`config.mk`:
```
export PLATFORM = sky130hd
export DESIGN_NAME = fir_output_stage
export DESIGN_NICKNAME = d
export VERILOG_FILES = /design/src/rtl/fir_output_stage.sv
export SDC_FILE = /design/constraint.sdc
export NUM_CORES = 1
export LEC_CHECK = 0
export ABC_AREA = 1
export CORE_AREA = 2 2 79 81
export DETAILED_ROUTE_END_ITERATION = 7
export DIE_AREA = 0 0 81 83
export PLACE_DENSITY = 0.85
export SYNTH_ARGS = -nofsm -noshare
export SYNTH_HDL_FRONTEND = slang
export SYNTH_SLANG_ARGS = --single-unit
```
`constraint.sdc`:
```
create_clock -name clock -period 3.6 [get_ports clock]
set_input_delay 0.54 -clock clock [delete_from_list [all_inputs] [get_ports clock]]
set_output_delay 0.54 -clock clock [all_outputs]
set_load 0.02 [all_outputs]
```
`src/rtl/fir_output_stage.sv`:
```
// fir_output_stage: output stage after the last MAC cell of the FIR chain.
// It delays in_valid to line it up with the accumulated sum, then decimates.
// It saturates each kept sample to OUT_W bits and queues it in a small FIFO.
// The consumer drains the FIFO over a valid/ready handshake.
module fir_output_stage #(
  parameter int C_WIDTH    = 12,
  parameter int OUT_W      = 10,
  parameter int PIPE_LAT   = 4,
  parameter int FIFO_DEPTH = 4,
  parameter int DEC_W      = 4
) (
  input  logic                               clock,
  input  logic                               reset,
  input  logic                               in_valid,
  input  logic signed [C_WIDTH-1:0]          c_in,
  input  logic [DEC_W-1:0]                   decim,
  input  logic                               clear_flags,
  output logic signed [OUT_W-1:0]            out_data,
  output logic                               out_valid,
  input  logic                               out_ready,
  output logic [$clog2(FIFO_DEPTH+1)-1:0]    level,
  output logic                               sat_flag,
  output logic                               overflow
);

  localparam int LVL_W = $clog2(FIFO_DEPTH + 1);
  localparam int PTR_W = $clog2(FIFO_DEPTH);
  localparam logic signed [C_WIDTH-1:0] SAT_MAX = C_WIDTH'((2 ** (OUT_W - 1)) - 1);
  localparam logic signed [C_WIDTH-1:0] SAT_MIN = C_WIDTH'(-(2 ** (OUT_W - 1)));

  logic [PIPE_LAT-1:0]     vld_q, vld_d;
  logic [DEC_W-1:0]        dcnt_q, dcnt_d;
  logic [DEC_W-1:0]        factor_q, factor_d;
  logic                    load_q, load_d;
  logic                    s_v_q, s_v_d;
  logic signed [OUT_W-1:0] s_data_q, s_data_d;
  logic signed [OUT_W-1:0] mem_q [FIFO_DEPTH];
  logic signed [OUT_W-1:0] mem_d [FIFO_DEPTH];
  logic [PTR_W-1:0]        wr_ptr_q, wr_ptr_d;
  logic [PTR_W-1:0]        rd_ptr_q, rd_ptr_d;
  logic [LVL_W-1:0]        count_q, count_d;
  logic                    sat_flag_q, sat_flag_d;
  logic                    overflow_q, overflow_d;

  logic                    aligned_v;
  logic                    keep;
  logic                    clip_hi, clip_lo;
  logic signed [OUT_W-1:0] sat_val;
  logic                    pop, full, wr_en, drop;

  assign aligned_v = vld_q[PIPE_LAT-1];
  assign keep      = aligned_v && (dcnt_q == '0);

  // Clip the incoming sum to the signed OUT_W range.
  always_comb begin
    clip_hi = (c_in > SAT_MAX);
    clip_lo = (c_in < SAT_MIN);
    if (clip_hi) begin
      sat_val = {1'b0, {(OUT_W - 1){1'b1}}};
    end else if (clip_lo) begin
      sat_val = {1'b1, {(OUT_W - 1){1'b0}}};
    end else begin
      sat_val = c_in[OUT_W-1:0];
    end
  end

  // Next-state logic: alignment, decimation, staging register, FIFO and flags.
  always_comb begin
    vld_d    = vld_q << 1;
    vld_d[0] = in_valid;

    // The factor is only reloaded at a period boundary (or the first cycle
    // after reset), so a decim change never truncates a period in progress.
    dcnt_d   = dcnt_q;
    factor_d = factor_q;
    load_d   = 1'b0;
    if (aligned_v) begin
      if (dcnt_q == factor_q) begin
        dcnt_d   = '0;
        factor_d = decim;
      end else begin
        dcnt_d = dcnt_q + DEC_W'(1);
      end
    end
    if (load_q) begin
      factor_d = decim;
    end

    s_v_d    = keep;
    s_data_d = keep ? sat_val : s_data_q;

    // A pop frees a slot on the same edge, so a full FIFO still accepts a push when it is also popped.
    pop   = out_valid && out_ready;
    full  = (count_q == LVL_W'(FIFO_DEPTH));
    wr_en = s_v_q && (!full || pop);
    drop  = s_v_q && full && !pop;

    mem_d = mem_q;
    if (wr_en) begin
      mem_d[wr_ptr_q] = s_data_q;
    end
    wr_ptr_d = wr_en ? wr_ptr_q + PTR_W'(1) : wr_ptr_q;
    rd_ptr_d = pop ? rd_ptr_q + PTR_W'(1) : rd_ptr_q;

    count_d = count_q;
    if (wr_en && !pop) begin
      count_d = count_q + LVL_W'(1);
    end else if (!wr_en && pop) begin
      count_d = count_q - LVL_W'(1);
    end

    // A set event on the same cycle as clear_flags wins.
    sat_flag_d = sat_flag_q;
    overflow_d = overflow_q;
    if (clear_flags) begin
      sat_flag_d = 1'b0;
      overflow_d = 1'b0;
    end
    if (keep && (clip_hi || clip_lo)) begin
      sat_flag_d = 1'b1;
    end
    if (drop) begin
      overflow_d = 1'b1;
    end
  end

  // State registers; reset drops everything in flight and arms the factor load.
  always_ff @(posedge clock or posedge reset) begin
    if (reset) begin
      vld_q      <= '0;
      dcnt_q     <= '0;
      factor_q   <= '0;
      load_q     <= 1'b1;
      s_v_q      <= 1'b0;
      s_data_q   <= '0;
      mem_q      <= '{default: '0};
      wr_ptr_q   <= '0;
      rd_ptr_q   <= '0;
      count_q    <= '0;
      sat_flag_q <= 1'b0;
      overflow_q <= 1'b0;
    end else begin
      vld_q      <= vld_d;
      dcnt_q     <= dcnt_d;
      factor_q   <= factor_d;
      load_q     <= load_d;
      s_v_q      <= s_v_d;
      s_data_q   <= s_data_d;
      mem_q      <= mem_d;
      wr_ptr_q   <= wr_ptr_d;
      rd_ptr_q   <= rd_ptr_d;
      count_q    <= count_d;
      sat_flag_q <= sat_flag_d;
      overflow_q <= overflow_d;
    end
  end

  assign out_valid = (count_q != '0);
  assign out_data  = out_valid ? mem_q[rd_ptr_q] : '0;
  assign level     = count_q;
  assign sat_flag  = sat_flag_q;
  assign overflow  = overflow_q;

endmodule
```
### After elaboration in Yosys (flattened, before gate mapping)

Index checks and enable logic that the tools add are counted.

| operators by class | value |
|---|---|
| add/sub/neg operators | 5 |
| multiply operators | 0 |
| div/mod/pow operators | 0 |
| order comparisons | 5 |
| equal/unequal tests | 2 |
| shifts and indexed selects | 0 |
| multiplexer cells | 18 |
| bitwise logic cells | 2 |
| reduce and logical (&&, ||, !) cells | 22 |

Operators with widths:

| kind | count |
|---|---|
| two-way mux 10 bit | 6 |
| bitwise mux 40 bit | 1 |
| binary-select mux 10 bit (select 2 bit) | 1 |
| demux 10 bit (select 2 bit) | 1 |
| two-way mux 4 bit | 4 |
| > comparator 12 x 10 -> 1 bit, second input constant | 1 |
| < comparator 12 x 10 -> 1 bit, second input constant | 1 |
| nonzero test 2 bit | 5 |
| logical AND 1 bit | 9 |
| greater-or-equal comparator 3 bit, second input constant | 2 |
| two-way mux 3 bit | 2 |
| NOT 2 -> 3 bit | 2 |
| adder 2 x 1 -> 2 bit, second input constant | 2 |
| adder 4 x 1 -> 4 bit, second input constant | 1 |
| equality test 4 bit | 1 |
| zero test 4 bit | 1 |
| adder 3 x 1 -> 3 bit, second input constant | 1 |
| equality test 3 bit, second input constant | 1 |
| zero test 1 bit | 3 |
| < comparator 3 x 1 -> 1 bit, second input constant | 1 |
| two-way mux 1 bit | 3 |
| nonzero test 3 bit | 1 |
| subtractor 3 x 1 -> 3 bit, second input constant | 1 |
| logical OR 1 bit | 2 |
| AND reduction 2 bit | 1 |

| word-level totals | value |
|---|---|
| bits in registers | 73 |
| latch bits | 0 |
| RAM bits | 0 |
| bits in read-only memories | 0 |
| bits of input ports | 21 |
| output and inout bits | 16 |
| logic and storage cells | 69 |
| memories kept | 0 |

### Longest topological paths before layout

Gate-level depths: netlist of the first run.

| logic depth | value |
|---|---|
| depth in word-level cells | 8 |
| mapped depth | 13 |

### Worst setup path before layout of the first run

No wires, ideal clock.

| timing | value |
|---|---|
| kind | register to register |
| from | register count_q[0], in the netlist level[0] |
| to | register count_q[1], in the netlist level[1] |
| arrival time | 1945 ps |
| slack | 1530 ps |
| cell stages (with the launch flop) | 10 |
| cell sequence | dfrtp_1 nor2_4 nand2_4 nand2_8 buf_6 inv_2 ha_1 inv_1 fa_1 mux2_2 |

RTL lines:

| item | RTL line | source |
|---|---|---|
| start: declaration | 41 | `logic [LVL_W-1:0] count_q, count_d;` |
| start signal: assignment | 152 | `count_q <= count_d;` |
| equality test 3 bit / nonzero test 3 bit (equally long branches) | 94, 158 |  |
| zero test 1 bit / logical AND 1 bit (equally long branches) | 95, 93 |  |
| logical OR 1 bit (*) | 95 | `wr_en = s_v_q && (!full \|\| pop);` |
| logical AND 1 bit (*) | 95 |  |
| net wr_en | 49 | `logic pop, full, wr_en, drop;` |
| logical AND 1 bit (*) | 106 | `if (wr_en && !pop) begin` |
| two-way mux 3 bit (*) | 106 |  |
| net count_d[1] | 41 |  |

The timed path passes the listed nets; every way through them passes the cells marked *. The select of a mux whose other input is x is not followed.
A chain may end at the register's enable or synchronous reset.

### Worst setup path in the final report of the first run

| timing | value |
|---|---|
| from | register rd_ptr_q[0] |
| to | output port out_data[4] |

| on the way | value |
|---|---|
| word-level cells in the longest chain between the ends | 5 |

RTL lines:

| item | RTL line | source |
|---|---|---|
| start: declaration | 40 | `logic [PTR_W-1:0] rd_ptr_q, rd_ptr_d;` |
| start signal: assignment | 151 | `rd_ptr_q <= rd_ptr_d;` |
| NOT 2 -> 3 bit (not written as such) | 159 | `assign out_data = out_valid ? mem_q[rd_ptr_q] : '0;` |
| binary-select mux 10 bit (select 2 bit) | 159 |  |
| two-way mux 10 bit (not written as such) (2 in series) | 159 |  |
| two-way mux 10 bit | 159 |  |
| end: declaration | 18 | `output logic signed [OUT_W-1:0] out_data,` |

Every way passes these cells. The select of a mux whose other input is x is not followed.

==> results of run 1 <==
## flip-flops by register name, summed over array words and instances, names as in the netlist
name      count
factor_q      4
s_data_q     10
mem_q        40
load_q        1
vld_q         4
dcnt_q        4
rd_ptr_q      2
s_v_q         1
sat_flag      1
overflow      1
level         3
wr_ptr_q      2
## synthesized netlist by cell type (2+ instances only)
cell | number | share of area
inv_2 | 6 | 0.0064
o211ai_1 | 10 | 0.021
nand2_2 | 2 | 0.0036
o21ai_1 | 25 | 0.036
o21ai_0 | 28 | 0.040
o21ai_2 | 10 | 0.025
inv_1 | 44 | 0.047
o21a_1 | 12 | 0.026
xor2_1 | 5 | 0.012
a21oi_1 | 21 | 0.030
buf_6 | 5 | 0.016
nor2_8 | 2 | 0.011
nor2_4 | 4 | 0.013
nor2_2 | 2 | 0.0036
nor2_1 | 7 | 0.0075
nand2_1 | 89 | 0.095
nand3_1 | 12 | 0.017
dfrtp_1 | 72 | 0.51
buf_4 | 3 | 0.0064
clkbuf_1 | 5 | 0.0053
ha_1 | 7 | 0.025
## path summary, 6_finish.rpt
check,end,startpoint,depth (start not counted)
max in group asynchronous,mem_q[26]$_DFFE_PP0P_,reset,3
worst min register to register,vld_q[3]$_DFF_PP0_,vld_q[2]$_DFF_PP0_,0
min in group asynchronous,vld_q[2]$_DFF_PP0_,reset,2
worst max-delay path,out_data[4],rd_ptr_q[0]$_DFFE_PP0P_,4
worst min-delay path,vld_q[3]$_DFF_PP0_,vld_q[2]$_DFF_PP0_,0
worst max register to register,level[1]$_DFFE_PP0P_,level[0]$_DFFE_PP0P_,8
## layer usage
layer	up-vias	part of all wire	GRT usage
met5	-	0	0
met4	0	0.027	0.116
met3	14	0.044	0.0457
met2	73	0.48	0.364
met1	1258	0.45	0.314
li1	1322	-	-
## cell type report
class / count / area, µm²
inverters: 51 / 191
flip-flops and latches: 73 / 1830
clock inverters: 4 / 51.3
clock buffers: 12 / 155
fillers: 486 / 1700
well taps: 75 / 93.8
multi-input cells: 246 / 1400
repair buffers: 39 / 395
## kinds of logic (layout without fill, tap and decap cells)
logic type / count (synthesis) / count (layout)
compound gates: 107 / 107
simple gates: 123 / 123
xor+xnor: 6 / 6
flops: 73 / 73
fa+ha+maj: 8 / 8
buf+inv: 65 / 106
other cells: 1 / 1
mux: 1 / 1
## worst max-delay path, stage by stage (launching register included)
cell	delay (ns)
dfrtp_1	0.74
buf_4	0.32
o211ai_1	0.12
a21oi_1	0.17
clkdlybuf4s50_1	0.63
## report_power, final
group / leakage [nW] / internal [mW] / switching (mW)
registers: 0.892 / 1.17 / 0.302
clock network: 0.103 / 0.358 / 0.299
logic: 0.922 / 0.707 / 0.924
total: 1.92 / 2.24 / 1.53
==> summary.txt, run 1 <==
Layout
  – Final core occ: 0.707
  – Commonest non-fill, non-tap cell in the layout: nand2_1
  – Area delta synth->final: 16.9%
  – Final instance area: 4110 µm²
  – Share of cells above drive strength 1: 0.120
  – Most frequent cells in the layout: nand2_1 (89), dfrtp_1 (72), inv_1 (43), clkdlybuf4s50_1 (36), o21ai_0 (28)
  – ANT cells: 0
  – Layout net count: around 450
  – Fin cells: 500

Clocking
  – H-Tree Depth: 3
  – Sink Count: 73
  – Hold buffers post-CTS: 0
  – CTS tree: done
  – Root buf cell: clkbuf_8
  – Reg clk slew, reported paths: 0.07 ns
  – CTS Buf Count: 9
  – Post_cts resized: 0
  – Clock tree buffer depth: 2
  – Clk_lat worst skew: 0.35 ns
  – Setup Fix Bufs, Post-CTS: 0

Routing
  – DR iter-0 viols: 154
  – DRT Pass-1 Iters: 4
  – Routed vias: 2667
  – Drt wl/cell: between 10 and 15 µm
  – DRC: 0
  – WL final: 6880 µm
  – Final ANT Viol Nets: 0
  – Mean number of vias per cell: 5.33

Placed design
  – GP Congestion: around 0.9
  – Placement Setup Slack: 1.06 ns
  – I/O Buffers: 36
  – Cell Area, Placed: 3910 µm²
  – Placed cells: around 480
  – Hpwl dp: 5030 µm

Floorplanning
  – IO Count: 37
  – Initial Util: 0.605
  – Die ar.: 6720 µm²
  – Site Rows: 28
  – Chip Width: about 81 µm
  – Die Y: 83 µm
  – Core ar.: 5820 µm²

Global route
  – Total Routing Usage GR: 0.235
  – Vias in the first global route: 2706
  – Overflow left after global routing: 0
  – First-pass GRT wire length: 12100 µm
  – Largest net degree at the start of global routing: 39
  – Initial antenna violation count: 0

Timing
  – Final WS setup: 0.733 ns
  – Final Hold Fails: 0
  – RSZ-0062 raised after global routing: false
  – Fin crit period: 2.87 ns
  – Worst-Margin Slew: 0.768 ns
  – Tcrit/Tclk final: 0.796
  – Setup TNS: 0 ns
  – Min Hold Slack: ~0.35 ns
  – Final-report max-slew violation count: 0
  – Slew HR: 0.487
  – Achievable Freq: 349 MHz
  – Layout Skew: 0.00970 ns
  – Final setup viols: 0

Power and ir drop
  – Max rail drop VDD: 0.000589 V
  – Final Power: around 3.8 mW
  – Lkg Pwr: 1.92 nW
  – PwrDens: 915 nW/µm²

Synthesis
  – Post-synthesis mux area share: 0.00320
  – Synthesized area: approximately 3500 µm²
  – Synth warn: 0
  – Adder-cell share of the synthesized area: 0.0306
  – Simple-gate share of the synthesized area: 0.168
  – Post-synthesis compound-gate area fraction: 0.179
  – Synthesized area per cell: 9.16 µm²
  – Main combinational cell family by area after synthesis: compound AO/OA/AOI/OAI gates
  – Async set or reset register ratio after synthesis: 1.00
  – Synth Area in XOR/XNOR: 0.0149
  – Cell count after synthesis: 384
  – Sequential share of the synthesized area: 0.520
  – Post-Syn Nets: 413
  – #FFs+latches synth: 73
  – Synth cell types: 34
  – Most used DFF post-synth: dfrtp_1
  – EDFF count, synth: 0

Worst setup path
  – Crit end category: output port
  – Worst Setup Start Kind: register
  – R2R Setup Slk: 1.61 ns
  – Crit Path Category: register to output port
  – WP data required: 3.06 ns
  – Critical Path AT: ~2.3 ns
  – Worst Path Max Fanout: 23

Job
  – Max Cap Violations: 0

Hold path
  – HP Class: register to register

Outcome
  – Status: finished clean
Note: power is estimated with default switching activity, not from simulation.
==> inputs of run 2 (changes only) <==
--- a/config.mk
+++ b/config.mk
@@ -6,10 +6,10 @@
 export NUM_CORES = 1
 export LEC_CHECK = 0
 export ABC_AREA = 1
-export CORE_AREA = 2 2 79 81
+export CORE_AREA = 2 2 83 85
 export DETAILED_ROUTE_END_ITERATION = 7
-export DIE_AREA = 0 0 81 83
-export PLACE_DENSITY = 0.85
+export DIE_AREA = 0 0 85 87
+export PLACE_DENSITY = 0.78
 export SYNTH_ARGS = -nofsm -noshare
 export SYNTH_HDL_FRONTEND = slang
 export SYNTH_SLANG_ARGS = --single-unit
==> constraint.sdc (replaced) <==
create_clock -name clock -period 2.74 [get_ports clock]
set_input_delay 0.411 -clock clock [delete_from_list [all_inputs] [get_ports clock]]
set_output_delay 0.411 -clock clock [all_outputs]
set_load 0.02 [all_outputs]
==> run 2 against run 1 <==
  * First-iteration DRC count is 63% higher
  * Via count down 1.5%
  * Combinational power grew 34%
  * Cell area is 0.82% lower
  * Die area is 10% higher
  * Global-route usage fell by 2.6 points
  * Power grew 28%
  * Sequential power is 29% higher
==> summary.txt, run 2 (synthesized netlist as in run 1, its figures left out) <==
Outcome
  – Status: finished clean (unchanged)

Layout
  – Max reg flops: 40 (unchanged)
  – Final instance area: 4080 µm² (was 4110 µm²)
  – Most frequent cells in the layout: nand2_1 (89), dfrtp_1 (71), inv_1 (43), clkdlybuf4s50_1 (36), o21ai_0 (28) (was nand2_1 (89), dfrtp_1 (72), inv_1 (43), clkdlybuf4s50_1 (36), o21ai_0 (28))
  – Top reg by flops: mem_q (unchanged)
  – Biggest regs: mem_q: 40 flops, s_data_q: 10 flops (unchanged)
  – Commonest non-fill, non-tap cell in the layout: nand2_1 (unchanged)
  – Layout net count: 449 (unchanged)
  – Share of cells above drive strength 1: 0.123 (was 0.120)
  – ANT cells: 0 (unchanged)
  – Area delta synth->final: 15.9% (was 16.9%)

Placed design
  – GP Congestion: 0.864 (was 0.894)
  – I/O Buffers: 36 (unchanged)
  – Cell Area, Placed: 3910 µm² (about the same)
  – Hpwl dp: 4830 µm (was 5030 µm)

Global route
  – Largest net degree at the start of global routing: 74 (was 39)
  – Overflow left after global routing: 0 (unchanged)
  – First-pass GRT wire length: 12000 µm (was 12100 µm)
  – Vias in the first global route: 2518 (was 2706)
  – Initial antenna violation count: 0 (unchanged)
  – Total Routing Usage GR: 0.209 (was 0.235)

Clocking
  – H-Tree Depth: 3 (unchanged)
  – CTS tree: done (unchanged)
  – Setup Fix Bufs, Post-CTS: 0 (unchanged)
  – Root buf cell: clkbuf_8 (unchanged)
  – CTS Buf Count: 9 (unchanged)
  – Reg clk slew, reported paths: 0.07 ns (about the same)
  – Post_cts resized: 0 (unchanged)
  – Hold buffers post-CTS: 0 (unchanged)
  – Sink Count: 73 (unchanged)
  – Clk_lat worst skew: 0.34 ns (was 0.35 ns)
  – Clock tree buffer depth: 2 (unchanged)

Routing
  – Mean number of vias per cell: 5.21 (was 5.33)
  – Drt wl/cell: 13.9 µm (was 13.8 µm)
  – DRT Pass-1 Iters: 4 (unchanged)
  – DRC: 0 (unchanged)
  – DR iter-0 viols: 251 (was 154)
  – WL final: 7020 µm (was 6880 µm)
  – Final ANT Viol Nets: 0 (unchanged)
  – Routed vias: 2626 (was 2667)

Worst setup path
  – Slowest-stage cell, CP: clkdlybuf4s50_1 (was dfrtp_1)
  – WP depth: 5 (was 4)
  – Cell family with the largest share of critical-path delay: buffers and inverters (unchanged)
  – Worst Path Max Fanout: 10 (was 23)
  – Crit Path Category: register to output port (unchanged)
  – Crit end category: output port (unchanged)
  – Critical Path AT: 2.19 ns (was 2.33 ns)
  – Reg2Reg Depth: 10 (was 8)
  – CP Cell Sequence: nor2_4, nand2_1, clkinvlp_4, a21oi_1, clkdlybuf4s50_1 (was buf_4, o211ai_1, a21oi_1, clkdlybuf4s50_1)
  – CP Buf/Inv Count: 2 (unchanged)
  – Worst Setup Start Kind: register (unchanged)
  – WP data required: 2.33 ns (was 3.06 ns)
  – Critical path's largest stage delay: 0.64 ns (was 0.74 ns)

Power and ir drop
  – PwrDens: 1180 nW/µm² (was 915 nW/µm²)
  – Max rail drop VDD: 0.000552 V (was 0.000589 V)
  – Lkg Pwr: 1.90 nW (was 1.92 nW)

Floorplanning
  – Die Y: 87 µm (was 83 µm)
  – Site Rows: 30 (was 28)
  – Initial Util: 0.536 (was 0.605)
  – Core ar.: 6570 µm² (was 5820 µm²)
  – Chip Width: 85 µm (was 81 µm)
  – Die ar.: 7400 µm² (was 6720 µm²)
  – IO Count: 37 (unchanged)

Timing
  – Setup TNS: 0 ns (unchanged)
  – Slew HR: 0.561 (was 0.487)
  – Layout Skew: 0.00713 ns (was 0.00970 ns)
  – RSZ-0062 raised after global routing: false (unchanged)
  – Final setup viols: 0 (unchanged)
  – Achievable Freq: 385 MHz
  – Tcrit/Tclk final: 0.948
  – Final-report max-slew violation count: 0 (unchanged)
  – Fin crit period: 2.60 ns
  – Worst-Margin Slew: 0.655 ns (was 0.768 ns)
  – Final Hold Fails: 0 (unchanged)

Hold path
  – WHS Path Cells: 0 (unchanged)
  – HP Class: register to register (unchanged)

Job
  – Max Cap Violations: 0 (unchanged)
==> run 2: per-stage QoR <==
| step | hold slack (ns) | total power, mW | setup WS [ns] | util | instances |
|---|---|---|---|---|---|
| 6_report | 0.352 | 4.81 | 0.144 | 0.621 | 504 |
| 2_1_floorplan | 0.331 | 3.37 | 0.477 | - | 384 |
| 4_1_cts | 0.353 | 4.84 | 0.0321 | 0.620 | 504 |
| 3_3_place_gp | 0.331 | 4.01 | 0.362 | 0.595 | 489 |
| 5_1_grt | 0.361 | 5.18 | 0.0143 | 0.621 | 504 |
| 3_5_place_dp | 0.337 | 4.10 | 0.352 | 0.595 | 489 |
==> run 2: metal layers <==
| metal | vias to the layer above | track usage | routed length (µm) |
|---|---|---|---|
| met4 | 0 | 0.0722 | 72 |
| met2 | 51 | 0.335 | 3430 |
| met1 | 1251 | 0.287 | 3280 |
| met3 | 8 | 0.0436 | 240 |
| met5 | - | 0 | 0 |
| li1 | 1316 | - | - |
==> run 2: worst paths after layout <==
path | end | startpoint | slack (ns)
hold / removal | vld_q[2]$_DFF_PP0_ | vld_q[1]$_DFF_PP0_ | 0.35
hold reg to reg | vld_q[2]$_DFF_PP0_ | vld_q[1]$_DFF_PP0_ | 0.35
setup / recovery | out_data[9] | level[0]$_DFFE_PP0P_ | 0.14
max in group asynchronous | load_q$_DFF_PP1_ | reset | 1.93
min in group asynchronous | s_data_q[7]$_DFFE_PP0P_ | reset | 0.46
setup reg to reg | level[2]$_DFFE_PP0P_ | level[0]$_DFFE_PP0P_ | 0.74
==> run 2: layout make-up <==
cell class                      count  area, µm²
Clock inverter                      4       20.0
Inverter                           51        195
Clock buffer                       11        141
Fill cell                         574       2490
Multi-Input combinational cell    246       1400
Sequential cell                    73       1830
Timing Repair Buffer               39        395
Tap cell                           80        100
==> run 2: power breakdown <==
group / internal, mW / total, mW / switching (mW)
logic: 0.929 / 2.19 / 1.26
registers: 1.54 / 1.90 / 0.358
clock network: 0.342 / 0.721 / 0.379
total: 2.81 / 4.81 / 2.00
==> inputs of run 3 (changes only) <==
--- a/config.mk
+++ b/config.mk
@@ -6,10 +6,12 @@
 export NUM_CORES = 1
 export LEC_CHECK = 0
 export ABC_AREA = 1
-export CORE_AREA = 2 2 83 85
+export CORE_AREA = 2 2 78 80
+export CTS_CLUSTER_DIAMETER = 50
 export DETAILED_ROUTE_END_ITERATION = 7
-export DIE_AREA = 0 0 85 87
-export PLACE_DENSITY = 0.78
+export DIE_AREA = 0 0 80 82
+export DONT_BUFFER_PORTS = 1
+export PLACE_DENSITY = 0.79
 export SYNTH_ARGS = -nofsm -noshare
 export SYNTH_HDL_FRONTEND = slang
 export SYNTH_SLANG_ARGS = --single-unit
==> run 3 against run 2 <==
  * Sequential power hardly changed
  * Power is 1.8% lower
  * Hold slack worse by 0.35 ns
  * Clock skew barely moved
  * Fmax shrank 0.87%
  * Flip-flop and latch count did not move
  * Largest cell class unchanged
  * Highest routed layer unchanged
==> summary.txt, run 3 (synthesized netlist as in run 1, its figures left out) <==
Power and ir drop
  – Lkg Pwr: 1.79 nW (was 1.90 nW)
  – Max rail drop VDD: 0.000664 V (was 0.000552 V)
  – PwrDens: 1250 nW/µm² (was 1180 nW/µm²)

Layout
  – Final instance area: 3790 µm² (was 4080 µm²)
  – Commonest non-fill, non-tap cell in the layout: nand2_1 (unchanged)
  – Max reg flops: 40 (unchanged)
  – Seq. cell area: 1830 µm² (about the same)
  – Area of the multi-input gates: 1400 µm² (unchanged)
  – Top reg by flops: mem_q (unchanged)
  – Most frequent cells in the layout: nand2_1 (89), dfrtp_1 (72), inv_1 (43), o21ai_0 (28), o21ai_1 (25) (was nand2_1 (89), dfrtp_1 (71), inv_1 (43), clkdlybuf4s50_1 (36), o21ai_0 (28))
  – ANT cells: 0 (unchanged)
  – Share of cells above drive strength 1: 0.131 (was 0.123)
  – Layout net count: 413 (was 449)
  – Fillers: 474 (was 574)
  – Biggest regs: mem_q: 40 flops, s_data_q: 10 flops (unchanged)
  – Area delta synth->final: 7.68% (was 15.9%)

Outcome
  – Status: finished clean (unchanged)

Timing
  – Final WS setup: 0.121 ns (was 0.144 ns)
  – Achievable Freq: 382 MHz (was 385 MHz)
  – Layout Skew: 0.00678 ns (was 0.00713 ns)
  – Worst-Margin Slew: 0.788 ns (was 0.655 ns)
  – Final setup viols: 0 (unchanged)
  – Slew HR: 0.475 (was 0.561)
  – Final-report max-slew violation count: 0 (unchanged)
  – Tcrit/Tclk final: 0.956 (was 0.948)
  – Min Hold Slack: 0.00482 ns (was 0.352 ns)
  – Final Hold Fails: 0 (unchanged)
  – Setup TNS: 0 ns (unchanged)
  – Fin crit period: 2.62 ns (was 2.60 ns)
  – RSZ-0062 raised after global routing: false (unchanged)

Clocking
  – Sink Count: 73 (unchanged)
  – Clk_lat worst skew: 0.35 ns (was 0.34 ns)
  – H-Tree Depth: 3 (unchanged)
  – Root buf cell: clkbuf_8 (unchanged)
  – Setup Fix Bufs, Post-CTS: 0 (unchanged)
  – CTS tree: done (unchanged)
  – Reg clk slew, reported paths: 0.08 ns (was 0.07 ns)
  – Clock tree buffer depth: 2 (unchanged)
  – CTS Buf Count: 9 (unchanged)
  – Hold buffers post-CTS: 0 (unchanged)
  – Post_cts resized: 0 (unchanged)

Worst setup path
  – RR Endpoint: level[1]$_DFFE_PP0P_ (was level[2]$_DFFE_PP0P_)
  – Reg2Reg Depth: 7 (was 10)
  – WP data required: 2.33 ns (about the same)
  – Worst Path Max Fanout: 10 (unchanged)
  – Reg-to-reg startpoint: level[0]$_DFFE_PP0P_ (unchanged)
  – R2R Setup Slk: 0.53 ns (was 0.74 ns)
  – Critical Path AT: 2.21 ns (was 2.19 ns)
  – Crit end category: output port (unchanged)
  – Crit Path Category: register to output port (unchanged)
  – Worst Setup Start Kind: register (unchanged)

Floorplanning
  – IO Count: 37 (unchanged)
  – Chip Width: 80 µm (was 85 µm)
  – Die Y: 82 µm (was 87 µm)
  – Core ar.: 5750 µm² (was 6570 µm²)
  – Site Rows: 28 (was 30)
  – Die ar.: 6560 µm² (was 7400 µm²)
  – Initial Util: 0.612 (was 0.536)

Routing
  – Top Metal Used: met4 (unchanged)
  – DR iter-0 viols: 179 (was 251)
  – Routed vias: 2553 (was 2626)
  – M1 WL: 3060 µm (was 3280 µm)
  – DRT Pass-1 Iters: 5 (was 4)
  – WL final: 6800 µm (was 7020 µm)
  – Met3 wire length: 349 µm (was 240 µm)
  – DRC: 0 (unchanged)
  – Metal2 WL: 3240 µm (was 3430 µm)
  – Mean number of vias per cell: 5.50 (was 5.21)
  – Final ANT Viol Nets: 0 (unchanged)
  – Drt wl/cell: 14.7 µm (was 13.9 µm)

Global route
  – Total Routing Usage GR: 0.238 (was 0.209)
  – Largest net degree at the start of global routing: 74 (unchanged)
  – First-pass GRT wire length: 11800 µm (was 12000 µm)
  – Vias in the first global route: 2561 (was 2518)
  – Overflow left after global routing: 0 (unchanged)
  – Initial antenna violation count: 0 (unchanged)

Hold path
  – HP Class: input port to async pin (was register to register)

Placed design
  – I/O Buffers: 0 (was 36)
  – Placement Setup Slack: 0.530 ns (was 0.352 ns)
  – GP Congestion: 0.832 (was 0.864)
  – Hpwl dp: 4540 µm (was 4830 µm)
  – Cell Area, Placed: 3540 µm² (was 3910 µm²)

Job
  – Max Cap Violations: 0 (unchanged)
-- run 3: cell types whose count changed in the layout (fill, tap and decap cells not counted) --
| cell | change |
|---|---|
| clkdlybuf4s50_1 | -36 |
| bufinv_16 | +3 |
| clkinv_2 | -3 |
| clkinv_1 | +1 |
| dfrtp_1 | +1 |
| dfrtp_2 | -1 |
-- run 3: final cells by class --
class	count	area share
clock buffer	11	0.0373
clock inverter	5	0.0271
inverter	51	0.0505
multi-input combinational	246	0.369
sequential	73	0.482
tap	75	0.0248
timing repair buffer	3	0.00925
-- run 3: power breakdown --
group          switching (mW)  internal [mW]  total [mW]  leakage, nW
Sequential              0.382           1.54        1.92        0.892
Combinational            1.17          0.604        1.78        0.783
Clock                   0.396          0.628        1.02        0.120
-- run 3: per-stage QoR --
| stage | total power, mW | instances | util |
|---|---|---|---|
| final | 4.72 | 464 | 0.659 |
| after global routing | 5.08 | 464 | 0.659 |
| after CTS | 4.74 | 464 | 0.659 |
| after detailed placement | 3.71 | 448 | 0.617 |
| after global placement | 3.65 | 448 | 0.617 |
| after floorplan | 3.37 | 384 | - |
-- run 3: metal layers --
metal,global-route usage,up-vias
met3,0.0604,15
met4,0.115,0
met2,0.373,58
met5,0,-
li1,-,1246
met1,0.311,1234
-- run 3: how the worst max path moves through the flow --
| stage | startpoint | slack [ns] | depth (start not counted) | end |
|---|---|---|---|---|
| floorplan | reset | 0.48 | 1 | dcnt_q[0]$_DFFE_PP0P_ |
| global placement | level[0]$_DFFE_PP0P_ | 0.56 | 4 | out_data[5] |
| detailed placement | level[0]$_DFFE_PP0P_ | 0.53 | 4 | out_data[9] |
| CTS | level[0]$_DFFE_PP0P_ | 0.13 | 4 | out_data[9] |
| global route | level[0]$_DFFE_PP0P_ | 0.02 | 4 | out_data[9] |
| finish | level[0]$_DFFE_PP0P_ | 0.12 | 4 | out_data[3] |
-- run 3: critical path, cell delays in order, from the launching register on --
cell	delay, ns
dfrtp_1	0.58
nor2_4	0.09
nand2_1	0.28
clkinv_1	0.39
a21oi_1	0.52
